$ cat config.mk
export PLATFORM = sky130hd
export DESIGN_NAME = note_display_decoder
export DESIGN_NICKNAME = d
export VERILOG_FILES = /design/src/rtl/note_display_pkg.sv /design/src/rtl/note_seg_lut.sv /design/src/rtl/note_display_decoder.sv
export SDC_FILE = /design/constraint.sdc
export NUM_CORES = 1
export LEC_CHECK = 0
export CORE_AREA = 4 4 41 43
export CTS_CLUSTER_DIAMETER = 120
export CTS_CLUSTER_SIZE = 30
export DETAILED_ROUTE_END_ITERATION = 10
export DIE_AREA = 0 0 45 47
export PLACE_DENSITY = 0.6
export SLEW_MARGIN = 0
export SYNTH_ARGS = -nofsm -noshare
export SYNTH_HDL_FRONTEND = slang
export SYNTH_SLANG_ARGS = --single-unit
$ cat constraint.sdc
create_clock -name clk -period 3.2 [get_ports clk]
set_clock_uncertainty 0.15 [all_clocks]
set_input_delay 0.64 -clock clk [delete_from_list [all_inputs] [get_ports clk]]
set_output_delay 0.64 -clock clk [all_outputs]
set_load 0.01 [all_outputs]
$ cat src/rtl/note_display_pkg.sv
// Shared types and constants for the note display decoder.
// Segment patterns are active-high, bit order {a,b,c,d,e,f,g}.
package note_display_pkg;

   typedef logic [6:0] seg7_t;

   // Letter-name glyphs
   localparam seg7_t SEG_C    = 7'b1001110;
   localparam seg7_t SEG_D    = 7'b0111101;
   localparam seg7_t SEG_E    = 7'b1001111;
   localparam seg7_t SEG_F    = 7'b1000111;
   localparam seg7_t SEG_G    = 7'b1011110;
   localparam seg7_t SEG_A    = 7'b1110111;
   localparam seg7_t SEG_B    = 7'b0011111;

   // Scale-degree glyphs
   localparam seg7_t SEG_1    = 7'b0110000;
   localparam seg7_t SEG_2    = 7'b1101101;
   localparam seg7_t SEG_3    = 7'b1111001;
   localparam seg7_t SEG_4    = 7'b0110011;
   localparam seg7_t SEG_5    = 7'b1011011;
   localparam seg7_t SEG_6    = 7'b1011111;
   localparam seg7_t SEG_7    = 7'b1110000;

   localparam seg7_t SEG_DASH = 7'b0000001;
   localparam seg7_t SEG_OFF  = 7'b0000000;

   localparam logic [2:0] NOTE_C    = 3'd0;
   localparam logic [2:0] NOTE_D    = 3'd1;
   localparam logic [2:0] NOTE_E    = 3'd2;
   localparam logic [2:0] NOTE_F    = 3'd3;
   localparam logic [2:0] NOTE_G    = 3'd4;
   localparam logic [2:0] NOTE_A    = 3'd5;
   localparam logic [2:0] NOTE_B    = 3'd6;
   localparam logic [2:0] NOTE_REST = 3'd7;

endpackage

$ cat src/rtl/note_seg_lut.sv
// Combinational map from {tom, nota} to an active-high segment pattern.
// The rest code yields a dash in both notations.
module note_seg_lut
   import note_display_pkg::*;
(
   input  logic       tom,
   input  logic [2:0] nota,
   output seg7_t      seg
);

   always_comb begin
      seg = SEG_DASH;
      if (!tom) begin
         case (nota)
            NOTE_C:    seg = SEG_C;
            NOTE_D:    seg = SEG_D;
            NOTE_E:    seg = SEG_E;
            NOTE_F:    seg = SEG_F;
            NOTE_G:    seg = SEG_G;
            NOTE_A:    seg = SEG_A;
            NOTE_B:    seg = SEG_B;
            NOTE_REST: seg = SEG_DASH;
         endcase
      end else begin
         case (nota)
            NOTE_C:    seg = SEG_1;
            NOTE_D:    seg = SEG_2;
            NOTE_E:    seg = SEG_3;
            NOTE_F:    seg = SEG_4;
            NOTE_G:    seg = SEG_5;
            NOTE_A:    seg = SEG_6;
            NOTE_B:    seg = SEG_7;
            NOTE_REST: seg = SEG_DASH;
         endcase
      end
   end

endmodule

$ cat src/rtl/note_display_decoder.sv
// Registered 7-segment note decoder. Polarity is folded in before the
// flop so the register holds the final pin value.
module note_display_decoder
   import note_display_pkg::*;
#(
   parameter bit ACTIVE_LOW = 1'b0
) (
   input  logic       clk,
   input  logic       rst,
   input  logic       tom,
   input  logic [2:0] nota,
   output logic [6:0] saida
);

   localparam seg7_t POL_MASK = ACTIVE_LOW ? 7'b1111111 : 7'b0000000;

   seg7_t seg;
   seg7_t seg_pin;

   note_seg_lut u_lut (
      .tom  (tom),
      .nota (nota),
      .seg  (seg)
   );

   assign seg_pin = seg ^ POL_MASK;

   always_ff @(posedge clk) begin
      if (rst) saida <= SEG_OFF ^ POL_MASK;
      else     saida <= seg_pin;
   end

endmodule

==> run_results.csv, run 1 <==
group,metric,value,unit
clocking,clk_pin_slew,50,ps
synthesis,netlist_area,430,sq um
cells_and_area,largest_reg_flops,7,
setup_path,crit_family,"buffers and inverters",
drt,drtIter0Drc,4,
global_route,antenna_found_initial,0,
cells_and_area,final_common_cell,"clkdlybuf4s50_1",
setup_path,crit_type,"primary input to register",
setup_path,crit_buf_inv,2,
synthesis,postSynthCellCount,47,
clocking,cts_setup_buffers,0,
cells_and_area,final_nets,74,
hold_path,holdCritStartpoint,"rst",
drt,drcViolationCount,0,
drt,routed_wirelength,715,um
global_route,grt_pass1_vias,278,
drt,vias_per_cell,4.48,
drt,drt-pass1-iter-count,3,
timing,tightest_slew,561,ps
setup_path,slowest_stage,"clkdlybuf4s50_1",
power_and_ir_drop,powerDensity,399,nW/um^2
cells_and_area,area_delta_synth_final,31.4,%
synthesis,seq_area_frac_synth,0.326,
synthesis,synth_area_per_cell,9.16,sq um
floorplan,die-width,45,um
clocking,cts_tree,"yes",
power_and_ir_drop,total_power,0.226,mW
global_route,grt.overflow.total,0,
clocking,clock_path_buffers,2,
timing,finalCritPeriodShare,0.652,
timing,setup-violations-final,0,
placed_design,dp_cells,71,
hold_path,worstHoldPathCells,2,
timing,final_max_slew_viol_count,0,
floorplan,die_h,47,um
floorplan,rows,13,
cells_and_area,largestRegisters,"saida: 7 flops",
timing,finalHoldViolCount,0,
global_route,grtUsageTotal,0.0766,
setup_path,worstSetupStartpointType,"primary input",
clocking,cts_resized,0,
synthesis,ys_warn_count,0,
clocking,h-tree-depth,1,
cells_and_area,top_register,"saida",
setup_path,required,3160,ps
timing,fmax,479,MHz
global_route,grt_max_degree,18,
power_and_ir_drop,p_leak,0.248,nW
clocking,cts_buffers,3,
timing,fin_crit,2090,ps
hold_path,min_to,"saida[2]",
cells_and_area,drive_above_1_share,0.0833,
cells_and_area,mostFrequentLayoutCells,"clkdlybuf4s50_1 (12), nor2_1 (9), ha_1 (7), dfxtp_1 (7)",
drt,avgRoutedWirePerCell,9.53,um
hold_path,worst_hold_path_type,"primary input to register",
setup_path,worst_setup_path_end_kind,"register",
clocking,cts-root-buf,"clkbuf_4",
placed_design,post-place-ws,848,ps
flow_run,cap_violations,0,
timing,finalWorstSetupSlack,1110,ps
drt,ant_nets,0,
setup_path,cp_max_fo,7,
setup_path,path_common_cell,"a211oi_1",
global_route,grt_pass1_wl,1.14,mm
clocking,hold_buffers,0,
placed_design,dpl.hpwl,546,um
timing,holdWs,957,ps
cells_and_area,diodes,0,
setup_path,max_stage_delay,600,ps
synthesis,synth.distinct_cells,15,
outcome,outcome,"completed",
setup_path,crit_chain,"clkdlybuf4s50_1 > inv_1 > ha_1 > a211oi_1 > a211oi_1",
floorplan,io_pins,13,
floorplan,core-area,1300,sq um
drt,dr_total_vias,336,
timing,tns,0,ps
cells_and_area,finalNonFillerCells,75,
synthesis,syn_nets,60,
placed_design,gp_congestion,0.752,
clocking,clkSinkCount,7,
synthesis,ys_seq_elements,7,
timing,slew_headroom,0.625,
floorplan,dieArea,2120,sq um
power_and_ir_drop,ir_drop,147,uV
setup_path,crit_arrival,2040,ps
timing,grt_setup_unrepaired,"no",
placed_design,portBuffers,12,
floorplan,initial_core_util,0.331,
## cell usage after synthesis
master	count	area share
inv_1	2	0.017
a211oi_1	4	0.070
buf_4	1	0.017
a21oi_1	4	0.047
nand2_1	3	0.026
buf_6	2	0.052
dfxtp_1	7	0.33
mux2i_1	3	0.070
a211oi_2	1	0.029
a211o_1	1	0.020
a21oi_2	1	0.020
o21ai_0	1	0.012
nor3_1	1	0.012
ha_1	7	0.20
nor2_1	9	0.078
## through the flow
stage / area, sq um / util
floorplan: 430 / -
global placement: 539 / 0.414
detailed placement: 539 / 0.414
CTS: 566 / 0.435
global route: 566 / 0.435
finish: 566 / 0.435
## kinds of logic after synthesis
group / share of synthesized area
AND/OR/NAND/NOR: 0.116
AO/OA/AOI/OAI: 0.198
adder cells (fa/ha/maj): 0.203
flip-flops: 0.326
buffers and inverters: 0.0872
multiplexers: 0.0698
## worst max path at each step
stage                           to  cells past startpoint     from  slack (ps)
after CTS                 saida[3]                      5  nota[1]        1110
final                     saida[3]                      5  nota[0]        1110
after global routing      saida[3]                      5  nota[0]        1020
after global placement    saida[6]                      5  nota[0]         890
after floorplan           saida[3]                      4  nota[1]        1640
after detailed placement  saida[3]                      5  nota[1]         850
## final cells by class
type	instances	area, sq um
timing repair buffer	12	120
tap	15	18.8
multi-input combinational	35	253
sequential	7	140
inverter	2	7.51
fill	140	736
clock buffer	4	26.3
## routing by layer
layer	global-route usage	routed length (um)	vias to the layer above
li1	-	-	191
met1	0.100	365	137
met2	0.0989	307	8
met3	0.0115	42	0
met4	0.0877	0	0
met5	0	0	-
## report_power, final
part | internal [mW] | switching (mW)
clock | 0.0474 | 0.0300
combinational | 0.0271 | 0.0255
sequential | 0.0942 | 0.00147
total | 0.169 | 0.0569
(Power assumes the default switching activity.)
==> run 2, diff against run 1 <==
- clock period: 3.2 -> 2.2 ns (I/O delays scaled with it)
==> run 2 against run 1 <==
Against the previous run:
- die area unchanged
- worst setup slack got worse by 610 ps
- wire length decreased by 4.8%
- final cell count increased by 4.0%
- critical path depth unchanged
- design area increased by 4.0%
- total power increased by 46%
- core utilization increased by 1.7 points
- combinational power increased by 52%
==> run_results.csv, run 2 (synthesis results as in run 1) <==
group,metric,value,unit
power_and_ir_drop,p_seq_frac,0.422,
setup_path,crit_type,"primary input to register",
hold_path,worst_hold_path_type,"primary input to register",
timing,holdWs,753,ps
cells_and_area,multiInputGateArea,253,sq um
timing,grt_setup_unrepaired,"no",
power_and_ir_drop,p_leak,0.263,nW
power_and_ir_drop,swShare,0.244,
outcome,outcome,"completed",
cells_and_area,final_util,0.452,
cells_and_area,final_nets,77,
clocking,clkSinkCount,7,
cells_and_area,final_common_cell,"clkdlybuf4s50_1",
timing,tns,0,ps
timing,finalCritPeriodShare,0.772,
cells_and_area,register_area,140,sq um
cells_and_area,largest_reg_flops,7,
setup_path,worst_setup_path_end_kind,"register",
drt,drtIter0Drc,6,
drt,ant_nets,0,
drt,avgRoutedWirePerCell,8.73,um
floorplan,rows,13,
global_route,grtUsageTotal,0.0806,
placed_design,dp_cells,74,
global_route,grt_pass1_vias,277,
drt,routed_wirelength,681,um
global_route,antenna_found_initial,0,
cells_and_area,mostFrequentLayoutCells,"clkdlybuf4s50_1 (12), nor2_1 (9), ha_1 (7), dfxtp_1 (7)",
floorplan,die_h,47,um
clocking,cts_buffers,3,
cells_and_area,finalNonFillerCells,78,
clocking,clk_pin_slew,50,ps
clocking,clock_path_buffers,2,
placed_design,portBuffers,12,
flow_run,cap_violations,0,
power_and_ir_drop,p_int,0.249,mW
power_and_ir_drop,comb_power_share,0.243,
setup_path,crit_arrival,1660,ps
clocking,cts_tree,"yes",
clocking,cts-root-buf,"clkbuf_4",
drt,dr_total_vias,338,
timing,fin_crit,1700,ps
cells_and_area,top_register,"saida",
global_route,grt_pass1_wl,1.12,mm
drt,drcViolationCount,0,
clocking,cts_setup_buffers,0,
timing,tightest_slew,392,ps
power_and_ir_drop,clockPowerShare,0.334,
cells_and_area,drive_above_1_share,0.127,
clocking,hold_buffers,0,
power_and_ir_drop,switchingPower,0.0804,mW
power_and_ir_drop,ir_drop,134,uV
setup_path,cp_max_fo,4,
placed_design,placed_cell_area,562,sq um
drt,drt-pass1-iter-count,3,
floorplan,dieArea,2120,sq um
global_route,grt_max_degree,18,
placed_design,post-place-ws,232,ps
clocking,cts_resized,0,
setup_path,worstSetupStartpointType,"primary input",
cells_and_area,fin_area,588,sq um
floorplan,io_pins,13,
timing,finalWorstSetupSlack,501,ps
setup_path,required,2160,ps
timing,final_max_slew_viol_count,0,
power_and_ir_drop,powerDensity,560,nW/um^2
floorplan,core-area,1300,sq um
floorplan,initial_core_util,0.331,
global_route,grt.overflow.total,0,
placed_design,gp_congestion,0.773,
cells_and_area,nFillCells,135,
timing,setup-violations-final,0,
power_and_ir_drop,total_power,0.329,mW
clocking,h-tree-depth,1,
timing,fmax,589,MHz
cells_and_area,area_delta_synth_final,36.6,%
timing,slew_headroom,0.738,
cells_and_area,largestRegisters,"saida: 7 flops",
timing,finalHoldViolCount,0,
floorplan,die-width,45,um
cells_and_area,diodes,0,
drt,vias_per_cell,4.33,
[run 2: cell count changes in the layout (fill, tap and decap cells not counted)]
cell,previous run,this run
buf_4,0,3
[run 2: cell type report]
class | instances | share of cell area
multi-input combinational | 35 | 0.430
clock buffer | 4 | 0.0447
timing repair buffer | 15 | 0.243
tap | 15 | 0.0319
inverter | 2 | 0.0128
sequential | 7 | 0.238
[run 2: power groups by stage]
stage	registers (mW)	clock network, mW	logic, mW
floorplan	0.147	0	0.0384
global placement	0.141	0	0.0810
detailed placement	0.142	0	0.0809
CTS	0.139	0.116	0.0812
global route	0.140	0.124	0.0881
finish	0.139	0.110	0.0801
[run 2: worst paths after layout]
kind,start,endpoint,slack [ps],depth (start not counted)
worst min-delay path,rst,saida[4],750,2
worst max-delay path,nota[0],saida[3],500,5
[run 2: critical path: stages]
cell,delay [ps]
clkdlybuf4s50_1,480
inv_1,90
ha_1,330
a211oi_1,250
a211oi_1,70
[run 2: per-layer routing]
layer  GRT usage  up-vias  part of all wire
li1            -      192                 -
met1      0.0864      134              0.46
met2       0.113       10              0.44
met3      0.0230        2             0.062
met4       0.105        0             0.028
met5           0        -                 0
==> run 3, diff against run 2 <==
- clock period: 2.2 -> 1.8 ns (I/O delays scaled with it)
==> run 3 against run 2 <==
Against the previous run:
- sequential power is 22% higher
- global-route usage is 0.80 points higher
- die area stayed put
- final cell count is 9.0% higher
- total power is 25% higher
- count of clock-buffer cells in the layout stayed put
- combinational power is 37% higher
- worst setup slack worse by 310 ps
- sequential share of layout area is 2.0 points lower
- sequential cell count stayed put
- critical path depth is 1 higher
- via count is 10% higher
- critical path type unchanged
- critical endpoint is now saida[1]
==> run_results.csv, run 3 (synthesis results as in run 1) <==
group,metric,value,unit
placed_design,post-place-ws,-81.3,ps
drt,avgRoutedWirePerCell,8.59,um
timing,finalCritPeriodShare,0.896,
setup_path,worstSetupStartpointType,"primary input",
cells_and_area,largestRegisters,"saida: 7 flops",
placed_design,portBuffers,12,
timing,slew_headroom,0.754,
cells_and_area,final_nets,84,
floorplan,rows,13,
global_route,grtUsageTotal,0.0885,
global_route,grt_pass1_vias,343,
timing,fin_crit,1610,ps
clocking,clock_path_buffers,2,
cells_and_area,largest_reg_flops,7,
cells_and_area,final_common_cell,"clkdlybuf4s50_1",
power_and_ir_drop,p_leak,0.296,nW
clocking,cts-root-buf,"clkbuf_4",
setup_path,worst_setup_path_end_kind,"register",
timing,tightest_slew,368,ps
timing,fmax,620,MHz
clocking,h-tree-depth,1,
cells_and_area,fin_area,641,sq um
clocking,clk_pin_slew,50,ps
global_route,grt_pass1_wl,1.31,mm
timing,finalWorstSetupSlack,187,ps
floorplan,die-width,45,um
setup_path,crit_chain,"clkdlybuf4s50_1 > buf_4 > ha_1 > mux2i_1 > nor2_1 > a211oi_2",
clocking,hold_buffers,0,
timing,grt_setup_unrepaired,"no",
cells_and_area,finalNonFillerCells,85,
clocking,clkSinkCount,7,
floorplan,dieArea,2120,sq um
placed_design,placed_cell_area,614,sq um
setup_path,slowest_stage,"clkdlybuf4s50_1",
drt,vias_per_cell,4.38,
cells_and_area,diodes,0,
placed_design,dpl.hpwl,613,um
floorplan,core-area,1300,sq um
clocking,cts_resized,0,
floorplan,die_h,47,um
placed_design,dp_cells,81,
clocking,cts_setup_buffers,0,
power_and_ir_drop,ir_drop,239,uV
drt,routed_wirelength,730,um
setup_path,crit_type,"primary input to register",
clocking,cts_tree,"yes",
timing,setup-violations-final,0,
global_route,antenna_found_initial,0,
setup_path,cp_max_fo,4,
cells_and_area,top_register,"saida",
setup_path,crit_arrival,1630,ps
hold_path,worst_hold_path_type,"primary input to register",
cells_and_area,drive_above_1_share,0.214,
drt,drtIter0Drc,2,
drt,ant_nets,0,
flow_run,cap_violations,0,
drt,dr_total_vias,372,
drt,drt-pass1-iter-count,2,
power_and_ir_drop,powerDensity,644,nW/um^2
timing,finalHoldViolCount,0,
drt,drcViolationCount,0,
setup_path,required,1810,ps
outcome,outcome,"completed",
setup_path,max_stage_delay,440,ps
clocking,cts_buffers,3,
placed_design,gp_congestion,0.706,
global_route,grt.overflow.total,0,
global_route,grt_max_degree,13,
floorplan,initial_core_util,0.331,
timing,final_max_slew_viol_count,0,
cells_and_area,mostFrequentLayoutCells,"clkdlybuf4s50_1 (12), buf_4 (10), nor2_1 (9)",
cells_and_area,area_delta_synth_final,48.8,%
floorplan,io_pins,13,
[run 3: layout make-up]
type | instances | area (sq um)
fillers | 143 | 661
multi-input cells | 35 | 253
repair buffers | 22 | 195
flip-flops and latches | 7 | 140
clock buffers | 4 | 26.3
well taps | 15 | 18.8
inverters | 2 | 7.51
[run 3: through the flow]
stage          utilization  hold slack [ps]  power, mW  TNS [ps]
2_1_floorplan            -              272      0.227         0
3_3_place_gp         0.472              933      0.284      -157
3_5_place_dp         0.472              936      0.284      -191
4_1_cts              0.492              675      0.421         0
5_1_grt              0.492              690      0.443         0
6_report             0.492              678      0.413         0
[run 3: where the power goes]
group          leakage [nW]  internal [mW]  switching (mW)
clock network        0.0150         0.0840          0.0488
logic                 0.223         0.0621          0.0477
registers            0.0585          0.168         0.00246
[run 3: final timing paths]
check	startpoint	depth (start not counted)	end	slack, ps
worst max-delay path	nota[0]	6	saida[1]	190
worst min-delay path	rst	2	saida[4]	680
[run 3: layer usage]
layer,vias up,GRT usage,part of all wire
met5,-,0,0
met4,0,0.0877,0
met3,0,0.0230,0.062
met2,12,0.130,0.47
met1,153,0.103,0.46
li1,207,-,-
[run 3: critical path, delay by kind of cell]
kind                       cells  cell delay (ps)
buffers and inverters          2              600
adders and majority gates      1              230
muxes                          1              190
AOI/OAI and AO/OA              1              180
and+or+nand+nor                1               70
